**config.mk**
```make
export PLATFORM = sky130hd
export DESIGN_NAME = branch_pred_pc_unit
export DESIGN_NICKNAME = d
export VERILOG_FILES = /design/src/rtl/branch_pred_pc_unit.sv
export SDC_FILE = /design/constraint.sdc
export NUM_CORES = 1
export LEC_CHECK = 0
export BUFFER_PORTS_ARGS = -buffer_cell sky130_fd_sc_hd__buf_2
export CORE_MARGIN = 2
export CORE_UTILIZATION = 56
export CTS_CLUSTER_DIAMETER = 100
export DETAILED_ROUTE_END_ITERATION = 8
export PLACE_DENSITY = 0.83
export SYNTH_ARGS = -nofsm -noshare
export SYNTH_HDL_FRONTEND = slang
export SYNTH_SLANG_ARGS = --single-unit
```
**constraint.sdc**
```tcl
create_clock -name clk -period 4.5 [get_ports clk]
set_input_delay 0.225 -clock clk [delete_from_list [all_inputs] [get_ports clk]]
set_output_delay 0.225 -clock clk [all_outputs]
set_load 0.005 [all_outputs]
```
**src/rtl/branch_pred_pc_unit.sv**
```systemverilog
// Fetch PC register with next-PC selection, a 2-bit-counter BHT predicting in ID,
// branch resolution/redirect from EX, and branch/mispredict performance counters.
module branch_pred_pc_unit #(
  parameter int unsigned PC_WIDTH    = 32,
  parameter int unsigned BHT_ENTRIES = 64,
  parameter logic [PC_WIDTH-1:0] RESET_PC = 32'h0000_2000,
  parameter int unsigned CNT_WIDTH   = 32
) (
  input  logic                 clk,
  input  logic                 rst_n,
  input  logic                 stall,
  output logic [PC_WIDTH-1:0]  pc,
  input  logic                 id_valid,
  input  logic                 id_is_branch,
  input  logic                 id_is_jal,
  input  logic [PC_WIDTH-1:0]  id_pc,
  input  logic [PC_WIDTH-1:0]  id_target,
  output logic                 id_pred_taken,
  input  logic                 ex_valid,
  input  logic                 ex_is_branch,
  input  logic                 ex_is_jalr,
  input  logic [2:0]           ex_funct3,
  input  logic                 ex_BrEq,
  input  logic                 ex_BrLt,
  input  logic                 ex_pred_taken,
  input  logic [PC_WIDTH-1:0]  ex_pc,
  input  logic [PC_WIDTH-1:0]  ex_target,
  output logic [1:0]           PCSel,
  output logic                 flush_if_id,
  output logic                 flush_id_ex,
  output logic [CNT_WIDTH-1:0] branch_cnt,
  output logic [CNT_WIDTH-1:0] mispred_cnt
);

  localparam int unsigned IDX_W = $clog2(BHT_ENTRIES);

  typedef enum logic [1:0] {
    SEL_PC4  = 2'b00,
    SEL_ID   = 2'b01,
    SEL_EX   = 2'b10,
    SEL_HOLD = 2'b11
  } pcsel_e;

  logic [1:0]          bht [BHT_ENTRIES];
  logic [IDX_W-1:0]    id_idx;
  logic [IDX_W-1:0]    ex_idx;
  logic                ex_taken;
  logic                ex_br;
  logic                mispred;
  logic                ex_redirect;
  logic                id_redirect;
  logic [PC_WIDTH-1:0] pc_plus4;
  logic [PC_WIDTH-1:0] ex_redirect_pc;
  logic [PC_WIDTH-1:0] pc_next;
  pcsel_e              sel;

  logic unused_id_pc_bits;
  assign unused_id_pc_bits = ^{id_pc[PC_WIDTH-1:IDX_W+2], id_pc[1:0]};

  assign id_idx = id_pc[IDX_W+1:2];
  assign ex_idx = ex_pc[IDX_W+1:2];

  assign id_pred_taken = id_valid & id_is_branch & bht[id_idx][1];

  always_comb begin
    ex_taken = 1'b0;
    unique case (ex_funct3)
      3'b000:         ex_taken = ex_BrEq;
      3'b001:         ex_taken = ~ex_BrEq;
      3'b100, 3'b110: ex_taken = ex_BrLt;
      3'b101, 3'b111: ex_taken = ~ex_BrLt;
      default:        ex_taken = 1'b0;
    endcase
  end

  assign ex_br       = ex_valid & ex_is_branch;
  assign mispred     = ex_br & (ex_taken != ex_pred_taken);
  assign ex_redirect = mispred | (ex_valid & ex_is_jalr);
  assign id_redirect = id_valid & (id_is_jal | id_pred_taken) & ~stall & ~ex_redirect;
  assign pc_plus4    = pc + PC_WIDTH'(4);

  always_comb begin
    ex_redirect_pc = ex_pc + PC_WIDTH'(4);
    if (ex_valid && ex_is_jalr) ex_redirect_pc = {ex_target[PC_WIDTH-1:1], 1'b0};
    else if (ex_taken)          ex_redirect_pc = ex_target;
  end

  // EX redirect wins even over stall; stall then blocks any ID redirect.
  always_comb begin
    sel     = SEL_PC4;
    pc_next = pc_plus4;
    if (ex_redirect) begin
      sel     = SEL_EX;
      pc_next = ex_redirect_pc;
    end else if (stall) begin
      sel     = SEL_HOLD;
      pc_next = pc;
    end else if (id_redirect) begin
      sel     = SEL_ID;
      pc_next = id_target;
    end
  end

  assign PCSel       = sel;
  assign flush_if_id = ex_redirect | id_redirect;
  assign flush_id_ex = ex_redirect;

  always_ff @(posedge clk or negedge rst_n) begin
    if (!rst_n) pc <= RESET_PC;
    else        pc <= pc_next;
  end

  always_ff @(posedge clk or negedge rst_n) begin
    if (!rst_n) begin
      for (int unsigned i = 0; i < BHT_ENTRIES; i++) bht[i] <= 2'b01;
    end else if (ex_br) begin
      if (ex_taken && bht[ex_idx] != 2'b11)       bht[ex_idx] <= bht[ex_idx] + 2'd1;
      else if (!ex_taken && bht[ex_idx] != 2'b00) bht[ex_idx] <= bht[ex_idx] - 2'd1;
    end
  end

  always_ff @(posedge clk or negedge rst_n) begin
    if (!rst_n) begin
      branch_cnt  <= '0;
      mispred_cnt <= '0;
    end else begin
      if (ex_br)   branch_cnt  <= branch_cnt + CNT_WIDTH'(1);
      if (mispred) mispred_cnt <= mispred_cnt + CNT_WIDTH'(1);
    end
  end

endmodule

```
; Word-level counts from Yosys, hierarchy flattened
; Cells that the tools add are included.
[op_classes]
n_reduce_logical = 11
mux = 21
n_lt_le_gt_ge = 3
n_bitwise = 17
add_sub_neg = 6
n_eq_ne = 8
[ops]
columns = op, count
row1 = 128-bit bitwise mux, 2
row2 = 128-bit two-way mux, 2
row3 = 32-bit two-way mux, 5
row4 = "32-bit by 1-bit adder with 32-bit output, second input constant", 2
row5 = "32-bit by 3-bit adder with 32-bit output, second input constant", 2
row6 = 2-bit binary-select mux with 6-bit select, 2
row7 = "7-bit greater-or-equal comparator, second input constant", 2
row8 = 2-bit two-way mux, 7
row9 = 6-bit inverter with 7-bit output, 2
row10 = 2-bit demux with 6-bit select, 1
row11 = "3-bit == test, second input constant", 4
row12 = 1-bit AND, 8
row13 = "7-bit by 1-bit < comparator with 1-bit output, second input constant", 1
row14 = 1-bit logical AND, 4
row15 = 1-bit inverter, 4
row16 = 1-bit one-hot mux with 4 select lines, 1
row17 = 2-bit nonzero test, 2
row18 = 2-bit OR reduction, 2
row19 = "3-bit by 1-bit == test with 1-bit output, second input constant", 1
row20 = 3-bit logical NOT, 1
row21 = 1-bit bitwise OR, 3
row22 = "2-bit by 1-bit adder with 2-bit output, second input constant", 1
row23 = "2-bit by 1-bit inequality test with 1-bit output, second input constant", 1
row24 = "2-bit inequality test, second input constant", 1
row25 = other kinds (5), 5
[word_totals]
input_bits = 143
out_inout_bits = 101
reg_bits = 224

; Longest topological paths before layout
[depth]
depth_word = 12
mapped_depth = 19

; Least setup slack after synthesis
; Ideal clock, no wire load.
[synth_timing]
path_kind = input-to-reg
startpoint = in ex_pc[4]
endpoint = reg with a tool-made name
arrival_ns = 3.473
required_time_ns = 4.418
setup_slack_ns = 0.944
stages = 16
path_cell_list = buf_2 buf_2 nor3b_1 a22o_1 a221oi_1 a311oi_1 a31o_2 a2111oi_1 inv_2 ha_1 nor2_1 o21ai_0 clkbuf_1 nor2_1 nand2_1 mux2_2
[synth_rtl]
columns = element, line
row1 = start: declaration, 26  ; input logic [PC_WIDTH-1:0] ex_pc,

; Final worst setup path
[layout_timing]
startpoint = in ex_pc[4]
endpoint = reg bht[71] (netlist name)
[layout_via]
elab_chain_cells = 8
[layout_lines]
columns = element, line
row1 = 6-bit inverter with 7-bit output (implied by the code) (*), "117, 118"
row2 = 2-bit binary-select mux with 6-bit select (tied with other cells), "117, 118"
row3 = 2-bit two-way mux (implied by the code) or 1-bit logical AND (tied branches), "117, 118"
row4 = 2-bit two-way mux (implied by the code), "117, 118"
row5 = 2-bit by 1-bit subtractor with 2-bit output (tied with other cells), 118  ; else if (!ex_taken && bht[ex_idx] != 2'b00) bht[ex_idx] <= bht[ex_idx] - 2'd1;
row6 = 128-bit bitwise mux (tied with other cells), 118
row7 = 128-bit two-way mux or 2-bit nonzero test (tied branches), n/a
row8 = 128-bit two-way mux or 2-bit AND reduction (tied branches), n/a
row9 = end: declaration, 44  ; logic [1:0] bht [BHT_ENTRIES];
; Every way passes the cells marked *; elsewhere a longest branch is shown, timed or not. The select of a mux whose other input is x is not followed.
; A chain may end at the register's enable or synchronous reset.

==> results.cfg <==
[outcome]
status = completed

[floorplan]
initial_core_util = 0.569
die_h_microns = 153
die_x_microns = 153
core_sq_um = 21800
rows = 54
ios = 244
dieArea_sq_um = 23300

[clocking]
cts_buffers = 25
cts_resized = 0
clk_path_buf_depth = 3
cts.sinks = 224
clk_latency_ps = 540
htree_levels = 1
root_buffer = clkbuf_16
clk_pin_slew_ps = 60
cts_tree = yes
cts_hold_buf = 21
post-cts-setup-buffers = 0

[logic_synthesis]
async_flop_share = 1.00
synth.area.top_cells = dfrtp_1 (32%), dfstp_2 (14%), nand2_1 (6.5%)
synth_top_area_frac = 0.322
syn_area_sq_um = 12400
yosysWarnings = 0
synth_cell_types = 71
syn-num-nets = 1422
synth.avg_cell_area_sq_um = 9.72
synthFlopType = dfrtp_1
ys_seq_elements = 224
synth_edf_count = 0
yosysTopAreaCell = dfrtp_1
syn_inst = 1273
yosysSeqAreaShare = 0.460

[global_routing]
antenna_found_initial = 5
grt_pass1_wl_microns = 58800
grt_pass1_vias = 11173
grt_max_degree = 133
grt.total_usage = 0.308
grt_overflow = 0

[placed_design]
io_buffer_count = 217
post-dp-hpwl_microns = 25200
dp.cells = 1726
gp_congestion = 0.977

[finish]
postLayoutCoreUtil = 0.677
area_growth_pct = 19.0
instances_no_fill = 1796
nNetsFinal = 1643
layout-drive-gt1-share = 0.295

[worst_setup_path]
worstPathMaxFanout = 18
start_kind = input pin
end_kind = flip-flop
required_ps = 4920
crit_type = input pin to flip-flop
cp.arrival_ps = 4240

[timing]
tightest_slew_ps = 1010
slew_viol_final = 0
fin_crit_sh = 0.848
slew_headroom = 0.326
setup-tns-final_ps = 0
hold_viol = 0
clock_skew_ps = 25.5
setup_viol = 0
max_freq_mhz = 262
period_needed_ps = 3820
rsz0062_at_grt = false

[pwr]
peakVddDrop_mv = 0.295
power.total_mw = 5.46
power.leakage_nw = 6.49
pwr_density_cell_nw_per_um2 = 371

[run]
drv_cap = 0

[routing]
vias = 11213
viasPerCell = 6.24
drtAntennaViolNets = 0
dr.first_iter.drc_count = 1106
drc = 0
routed_wl_microns = 36400
drt_first_pass_iters = 5
wl_per_cell_microns = 20.3

[worst_hold_path]
hp-class = input pin to flip-flop
==> cell usage after synthesis (3+ instances only) <==
| master | number |
|---|---|
| xor2_1 | 33 |
| nand3_1 | 45 |
| o21ai_0 | 78 |
| a221o_1 | 3 |
| mux2i_1 | 23 |
| nand2b_1 | 7 |
| nand3b_1 | 4 |
| buf_2 | 15 |
| nand2_1 | 215 |
| buf_6 | 4 |
| nor2_1 | 74 |
| or3_1 | 9 |
| o21ai_1 | 19 |
| a21oi_1 | 28 |
| clkbuf_1 | 46 |
| nor3b_1 | 5 |
| a22oi_1 | 27 |
| nor4_1 | 10 |
| a221oi_1 | 12 |
| a211oi_1 | 11 |
| a31oi_1 | 5 |
| and3_1 | 23 |
| a22o_1 | 7 |
| a31o_1 | 3 |
| nor3_1 | 20 |
| ha_1 | 6 |
| or3b_1 | 3 |
| inv_1 | 9 |
| dfrtp_1 | 159 |
| buf_4 | 5 |
| nor2b_1 | 10 |
| and2_1 | 12 |
| and4_1 | 11 |
| inv_2 | 4 |
| dfstp_2 | 65 |
| nand4_1 | 32 |
| mux4_2 | 14 |
| xnor2_1 | 66 |
| o221ai_1 | 3 |
| o211ai_1 | 11 |
| mux2_2 | 65 |
| o22ai_1 | 34 |
==> layer usage <==
metal,routed length (microns),GRT usage,part of all wire
met3,3680,0.0600,0.10
met2,17600,0.513,0.48
met1,13900,0.405,0.38
met5,30,0,0.00082
met4,1230,0.107,0.034
==> path summary, 6_finish.rpt <==
path	to	startpoint	slack, ps	depth (start not counted)
min reg2reg	mispred_cnt[31]	mispred_cnt[31]	470	1
max reg2reg	bht[71]	flip-flop	780	12
max in group asynchronous	asynchronous set/reset pin	rst_n	2970	3
min in group asynchronous	branch_cnt[17]	rst_n	410	2
max	bht[71]	ex_pc[4]	680	15
min	pc[30]	id_target[30]	10	3
==> worst max-delay path: stages <==
cell     delay [ps]
buf_2           270
nor2_1           90
nand2_1         450
o22ai_1         210
nor4_1          540
o22ai_1         150
or4_1           570
inv_2           190
ha_1            170
nor2_1           60
o21ai_0         410
buf_4           250
nor2_1          130
nand2_1         180
mux2_2          350
==> kinds of logic (layout without fill, tap and decap cells) <==
kind of cell	Yosys count	count (layout)	synth area share
buffers and inverters	85	325	0.0312
adders and majority gates	6	6	0.00607
AOI/OAI and AO/OA	267	267	0.141
DFF	224	224	0.460
and+or+nand+nor	490	490	0.189
muxes	102	102	0.103
xor gates and xnor gates	99	99	0.0701
other	0	3	0
==> layout by cell type, fill, tap and decap left out, drive strengths merged, types with 23 or more instances in the layout <==
cell type | netlist | final
mux2i | 23 | 23
nand2 | 215 | 215
clkbuf | 46 | 39
a22oi | 28 | 28
o21ai | 97 | 97
and3 | 23 | 23
a21oi | 28 | 28
dfstp | 65 | 65
buf | 26 | 245
o22ai | 34 | 34
dfrtp | 159 | 159
mux2 | 65 | 65
nor2 | 74 | 74
xnor2 | 66 | 66
xor2 | 33 | 33
nand4 | 32 | 32
nand3 | 45 | 45
==> power by group <==
part | total, mW | leakage (nW) | switching (mW) | internal, mW
Combinational | 1.04 | 3.33 | 0.585 | 0.459
Clock | 1.93 | 0.374 | 0.836 | 1.10
Sequential | 2.48 | 2.79 | 0.228 | 2.25
Total | 5.46 | 6.49 | 1.65 | 3.81
==> area by class of cell <==
cell class	instances	area [sq um]
fill	1655	7020
multi-input combinational	964	6350
sequential	224	5690
timing repair buffer	266	1530
clock buffer	39	718
tap	280	350
inverter	13	48.8
clock inverter	7	45.0
antenna	3	7.51
==> metrics by stage <==
step           hold slack [ps]  area (sq um)  setup WS, ps
3_5_place_dp               422         13800           366
4_1_cts                  0.600         14700           860
5_1_grt                   19.4         14700           523
3_3_place_gp               423         13800           494
2_1_floorplan            -70.6         12400           944
6_report                  11.2         14700           682
No activity file was read; power rests on OpenSTA's default activity.
